## src/rtl/edge_light_pkg.sv

```systemverilog
// -----------------------------------------------------------------------------
// edge_light_pkg
// Shared definitions for the edge-light scorer: the round-state encoding, the
// constants naming which field edge a light sits on, and a helper deciding
// whether the current button pair is an "outward only" press for that edge.
// -----------------------------------------------------------------------------
package edge_light_pkg;

    // Field edge encoding used by the SIDE parameter.
    localparam int SIDE_LEFT  = 0;  // player 1, outward button L
    localparam int SIDE_RIGHT = 1;  // player 2, outward button R

    // Seven-segment display widths.
    localparam int DIGIT_W = 4;
    localparam int SEG_W   = 7;

    // Round state: PLAY while the ball is live, WIN for the single pulse
    // cycle, STOP until the next round or game reset.
    typedef enum logic [1:0] {
        PLAY = 2'd0,
        WIN  = 2'd1,
        STOP = 2'd2
    } round_state_t;

    // True when only the outward button of this edge is pressed.
    function automatic logic outward_press(input int side, input logic l, input logic r);
        logic res;
        if (side == SIDE_RIGHT) begin
            res = r & ~l;
        end else begin
            res = l & ~r;
        end
        return res;
    endfunction

endpackage

```

## src/rtl/seg7.sv

```systemverilog
// -----------------------------------------------------------------------------
// seg7
// Combinational decimal-digit to active-low seven-segment decoder.
// Segment order is {g,f,e,d,c,b,a}; a 0 lights the segment.
// Ports:
//   i_digit  [3:0] : binary digit, 0..9 are displayed
//   o_seg    [6:0] : active-low segment pattern, all segments off for 10..15
// -----------------------------------------------------------------------------
module seg7
    import edge_light_pkg::*;
(
    input  logic [DIGIT_W-1:0] i_digit,
    output logic [SEG_W-1:0]   o_seg
);

    // Digit lookup; anything outside 0..9 blanks the display.
    always_comb begin
        o_seg = 7'b1111111;
        case (i_digit)
            4'd0:    o_seg = 7'b1000000;
            4'd1:    o_seg = 7'b1111001;
            4'd2:    o_seg = 7'b0100100;
            4'd3:    o_seg = 7'b0110000;
            4'd4:    o_seg = 7'b0011001;
            4'd5:    o_seg = 7'b0010010;
            4'd6:    o_seg = 7'b0000010;
            4'd7:    o_seg = 7'b1111000;
            4'd8:    o_seg = 7'b0000000;
            4'd9:    o_seg = 7'b0010000;
            default: o_seg = 7'b1111111;
        endcase
    end

endmodule

```

## src/rtl/edge_light_scorer.sv

```systemverilog
// -----------------------------------------------------------------------------
// edge_light_scorer
// Edge light of a tug-of-war field plus the round FSM and match score of the
// player on that edge. The light moves in from the inner neighbour and out
// when the light is pushed away; pushing it off the field edge (outward button
// alone while lit) wins the round.
// Parameters:
//   SIDE       : 0 = left edge (outward button L), 1 = right edge (outward R)
//   MATCH_WINS : round wins that end the match, 1..9
//   CNT_W      : width of the score counter
// Ports:
//   clk        : clock, all state changes on the rising edge
//   reset      : synchronous round reset (light and FSM, score kept)
//   resetGame  : synchronous game reset (also clears the score)
//   L, R       : edge-detected button presses
//   NL, NR     : left / right neighbour lights
//   lightOn    : this light is lit
//   win        : single-cycle round-win pulse
//   matchWon   : score has reached MATCH_WINS
//   score      : current win count
//   hex        : active-low seven-segment image of score
// -----------------------------------------------------------------------------
module edge_light_scorer
    import edge_light_pkg::*;
#(
    parameter int SIDE       = 0,
    parameter int MATCH_WINS = 5,
    parameter int CNT_W      = 4
) (
    input  logic             clk,
    input  logic             reset,
    input  logic             resetGame,
    input  logic             L,
    input  logic             R,
    input  logic             NL,
    input  logic             NR,
    output logic             lightOn,
    output logic             win,
    output logic             matchWon,
    output logic [CNT_W-1:0] score,
    output logic [6:0]       hex
);

    // Parameter sanity checks at elaboration.
    generate
        if ((SIDE != SIDE_LEFT) && (SIDE != SIDE_RIGHT)) begin : g_bad_side
            $error("edge_light_scorer: SIDE must be 0 or 1");
        end
        if ((MATCH_WINS < 1) || (MATCH_WINS > 9)) begin : g_bad_wins
            $error("edge_light_scorer: MATCH_WINS must be within 1..9");
        end
        if (MATCH_WINS > ((1 << CNT_W) - 1)) begin : g_bad_cnt_w
            $error("edge_light_scorer: CNT_W too narrow for MATCH_WINS");
        end
    endgenerate

    localparam logic [CNT_W-1:0] SCORE_MAX = CNT_W'(MATCH_WINS);
    localparam logic [CNT_W-1:0] SCORE_ONE = CNT_W'(1);

    round_state_t     r_state;
    logic             r_light;
    logic [CNT_W-1:0] r_score;

    round_state_t     w_state_next;
    logic             w_light_next;
    logic [CNT_W-1:0] w_score_next;
    logic             w_light_set;
    logic             w_outward;
    logic             w_win;
    logic             w_at_max;
    logic [DIGIT_W-1:0] w_digit;

    // Light enters from a lit neighbour when that player pushes it our way.
    assign w_light_set = (NR & L & ~R) | (NL & R & ~L);
    assign w_outward   = outward_press(SIDE, L, R);
    assign w_win       = (r_state == WIN);
    assign w_at_max    = (r_score == SCORE_MAX);

    // Round FSM next state and light next value; the light only moves in PLAY.
    always_comb begin
        w_state_next = r_state;
        w_light_next = r_light;
        case (r_state)
            PLAY: begin
                // Entry from a neighbour wins over a simultaneous push-away.
                if (w_light_set) begin
                    w_light_next = 1'b1;
                end else if (r_light && (L ^ R)) begin
                    w_light_next = 1'b0;
                end else begin
                    w_light_next = r_light;
                end
                if (r_light && w_outward) begin
                    w_state_next = WIN;
                end else begin
                    w_state_next = PLAY;
                end
            end
            WIN: begin
                w_state_next = STOP;
            end
            STOP: begin
                w_state_next = STOP;
            end
            default: begin
                // Unused encoding: park in STOP so no spurious win can follow.
                w_state_next = STOP;
            end
        endcase
    end

    // Saturating score increment on the win pulse.
    always_comb begin
        w_score_next = r_score;
        if (w_win && !w_at_max) begin
            w_score_next = r_score + SCORE_ONE;
        end else begin
            w_score_next = r_score;
        end
    end

    // Round FSM and light registers; a round reset during a won match locks
    // the round in STOP until the game reset.
    always_ff @(posedge clk) begin
        if (resetGame) begin
            r_state <= PLAY;
            r_light <= 1'b0;
        end else if (reset) begin
            r_state <= w_at_max ? STOP : PLAY;
            r_light <= 1'b0;
        end else begin
            r_state <= w_state_next;
            r_light <= w_light_next;
        end
    end

    // Score register; a round reset does not cancel a pending win.
    always_ff @(posedge clk) begin
        if (resetGame) begin
            r_score <= {CNT_W{1'b0}};
        end else begin
            r_score <= w_score_next;
        end
    end

    assign lightOn  = r_light;
    assign win      = w_win;
    assign score    = r_score;
    assign matchWon = w_at_max;

    // Score never exceeds 9, so the low digit bits carry the whole value.
    assign w_digit = DIGIT_W'(r_score);

    seg7 u_seg7 (
        .i_digit (w_digit),
        .o_seg   (hex)
    );

endmodule
```

## config.mk

```make
export PLATFORM = sky130hd
export DESIGN_NAME = edge_light_scorer
export DESIGN_NICKNAME = d
export VERILOG_FILES = /design/src/rtl/edge_light_pkg.sv /design/src/rtl/seg7.sv /design/src/rtl/edge_light_scorer.sv
export SDC_FILE = /design/constraint.sdc
export NUM_CORES = 1
export LEC_CHECK = 0
export BUFFER_PORTS_ARGS = -buffer_cell sky130_fd_sc_hd__buf_2
export CAP_MARGIN = 20
export CORE_ASPECT_RATIO = 0.7
export CORE_MARGIN = 5
export CORE_UTILIZATION = 30
export DETAILED_ROUTE_END_ITERATION = 8
export PLACE_DENSITY = 0.49
export SYNTH_ARGS = -nofsm -noshare
export SYNTH_HDL_FRONTEND = slang
export SYNTH_HIERARCHICAL = 1
export SYNTH_SLANG_ARGS = --single-unit
```

## constraint.sdc

```tcl
create_clock -name clk -period 2.7 [get_ports clk]
set_input_delay 0.27 -clock clk [delete_from_list [all_inputs] [get_ports clk]]
set_output_delay 0.27 -clock clk [all_outputs]
set_load 0.005 [all_outputs]
```

==> flow_summary_export.csv <==
group,metric,value,unit
clocking,cts_tree,"yes",
placement,dpl.hpwl,1007,um
route,wl_met2,447,um
route,wl_met1,748,um
sta,drv_slew,0,
critical_path,crit_buf_inv,2,
route,firstDrtPassIters,4,
clocking,cts_buffers,3,
critical_path,worstSetupStartpointType,"register",
clocking,ctsHoldBuffers,0,
final_layout,stdcell_count,117,
pwr,p_sw,0.00005053,W
sta,tightest_slew,531.5,ps
final_layout,diodes,0,
route,routed_wl,1303,um
pwr,pwr-share-seq,48.5,%
global_routing,antenna_found_initial,0,
placement,gp_congestion,0.6786,
global_routing,globalRouteTotalUtil,9.434,%
sta,max_freq,0.5036,GHz
clocking,clkLatencyLatePin,260,ps
synthesis,synthCells,75,
sta,post-route-min-period,1986,ps
synthesis,synth_edf_count,0,
final_layout,syn_to_final_growth,19.68,%
sta,rsz0062_at_grt,"false",
route,routed.top_layer,"met4",
synthesis,yosysTopAreaCell,"dfxtp_1",
pwr,ir_worst_vdd,0.0003017,V
route,drt_iter0_markers,16,
synthesis,synth_nets,90,
floorplan,dieArea,0.003078,mm^2
sta,skew,10.41,ps
pwr,p_clk_share,44.1,%
critical_path,cp_max_fo,11,
critical_path,crit_family,"flip-flops",
floorplan,die_h,47.94,um
pwr,pwr_density_cell,298.1,mW/mm^2
route,drtAntennaViolNets,0,
synthesis,synth_warnings,6,
clocking,cts_resized,0,
floorplan,core_area,0.001903,mm^2
pwr,leakage,0.4149,nW
clocking,htreeDepth,1,
sta,final_hold_viol_count,0,
synthesis,ys_types,31,
synthesis,syn_area,616.8,um^2
final_layout,layout-drive-gt1-share,31.58,%
synthesis,synth.avg_cell_area,8.225,um^2
critical_path,crit_chain,"inv_1, ha_1, or2_1, a21oi_2, a31oi_1, buf_2",
route,viasPerCell,4.752,
synthesis,synth_seq_area_share,22.72,%
global_routing,gr-total-overflow,0,
global_routing,grt_max_degree,16,
placement,dp_slack,996.1,ps
global_routing,grt_pass1_vias,475,
synthesis,synth_area_leaders,"dfxtp_1 (23%), ha_1 (16%), nand2b_1 (6.1%)",
critical_path,crit_slowest_cell,"dfxtp_1",
synthesis,yosysTopAreaCellShare,22.72,%
floorplan,io_pins,21,
global_routing,grt_pass1_wl,2187,um
placement,port_buffers,20,
synthesis,synth_most_common_cell,"ha_1",
sta,setup_violations,0,
sta,tns,0,ps
placement,dpl.cell_count,113,
run_status,status,"completed",
clocking,clkTransAtPathRegs,60,ps
clocking,root_buffer,"clkbuf_4",
pwr,p_int,0.0001696,W
route,wl_met3,96,um
critical_path,critPathKind,"reg -> out",
floorplan,rows,13,
clocking,clkSinkCount,7,
clocking,post-cts-setup-buffers,0,
sta,finalWorstSetupSlack,714.3,ps
floorplan,die_x,64.20,um
route,drc_errors,0,
pwr,switching_share,22.96,%
critical_path,worstPathArrival,1720,ps
clocking,clock_path_buffers,2,
pwr,pwr-share-comb,7.4,%
job,maxCapViolCount,0,
synthesis,async_flop_share,0,%
route,vias,556,
synthesis,synthTopCellsByCount,"ha_1 (8), dfxtp_1 (7), nor2_1 (7), o21ai_0 (7)",
floorplan,start_util,32.41,%
sta,post-route-period-util,73.54,%
synthesis,ys_ff_latch,7,
sta,relSlewSlack,64.52,%
critical_path,cp.required,2430,ps
final_layout,nNetsFinal,111,
route,avgRoutedWirePerCell,11.14,um
synthesis,synth-main-ff-cell,"dfxtp_1",
critical_path,endpoint_kind,"output pin",
critical_path,slowest_delay,520,ps
worst_hold_path,hp-class,"in -> reg",
-- state kept, by name, indices dropped and copies added (netlist names) --
| register | flops |
|---|---|
| score | 4 |
| r_state | 2 |
| lightOn | 1 |
-- layout by cell type, fill, tap and decap left out, types with 2 or more instances in the layout --
| cell type | instances |
|---|---|
| o21ai_0 | 7 |
| dfxtp_1 | 7 |
| a21oi_1 | 4 |
| nor2_1 | 7 |
| inv_1 | 6 |
| buf_2 | 20 |
| nand2_1 | 4 |
| clkbuf_4 | 3 |
| ha_1 | 8 |
| nand2b_1 | 6 |
| nor3_1 | 2 |
-- final timing paths --
path,startpoint,end,slack [ps],cells past startpoint
worst min register to register,lightOn,r_state[0],510,1
worst max-delay path,score[1],hex[3],710,6
worst min-delay path,reset,r_state[1],240,2
worst max register to register,score[0],score[1],1260,4
-- power by group through the flow --
stage          Sequential [W]  Combinational [W]   Clock, W
6_report             0.000107          0.0000164  0.0000971
2_1_floorplan        0.000109         0.00000928          0
3_3_place_gp         0.000109          0.0000167          0
5_1_grt              0.000107          0.0000188   0.000111
3_5_place_dp         0.000109          0.0000167          0
4_1_cts              0.000107          0.0000168   0.000102
-- per-stage QoR --
| stage | hold slack, ps | area (um^2) | power [W] | util, % |
|---|---|---|---|---|
| 6_report | 244.5 | 738.2 | 0.0002201 | 38.79 |
| 5_1_grt | 246.1 | 738.2 | 0.0002364 | 38.79 |
| 4_1_cts | 238.1 | 738.2 | 0.0002255 | 38.79 |
| 3_5_place_dp | 497.6 | 711.9 | 0.0001255 | 37.41 |
| 3_3_place_gp | 494.1 | 711.9 | 0.0001256 | 37.41 |
| 2_1_floorplan | 369.6 | 616.8 | 0.0001179 | - |
-- routing by layer --
metal	track usage [%]	up-vias
met2	11.22	18
met4	2.439	0
met1	13.77	236
met5	0	-
met3	5.399	2
li1	-	300
-- final cells by class --
class,count,area [um^2]
clock buffer,4,26.28
sequential,7,140.1
tap,22,27.53
fill,205,1165
timing repair buffer,20,100.1
multi-input combinational,58,421.7
inverter,6,22.52
-- kinds of logic after synthesis --
group	synth area share (%)
adder cells (fa/ha/maj)	16.23
flip-flops	22.72
AO/OA/AOI/OAI	17.85
AND/OR/NAND/NOR	32.66
buffers and inverters	8.924
multiplexers	1.623
Note: power is estimated with default switching activity, not from simulation.
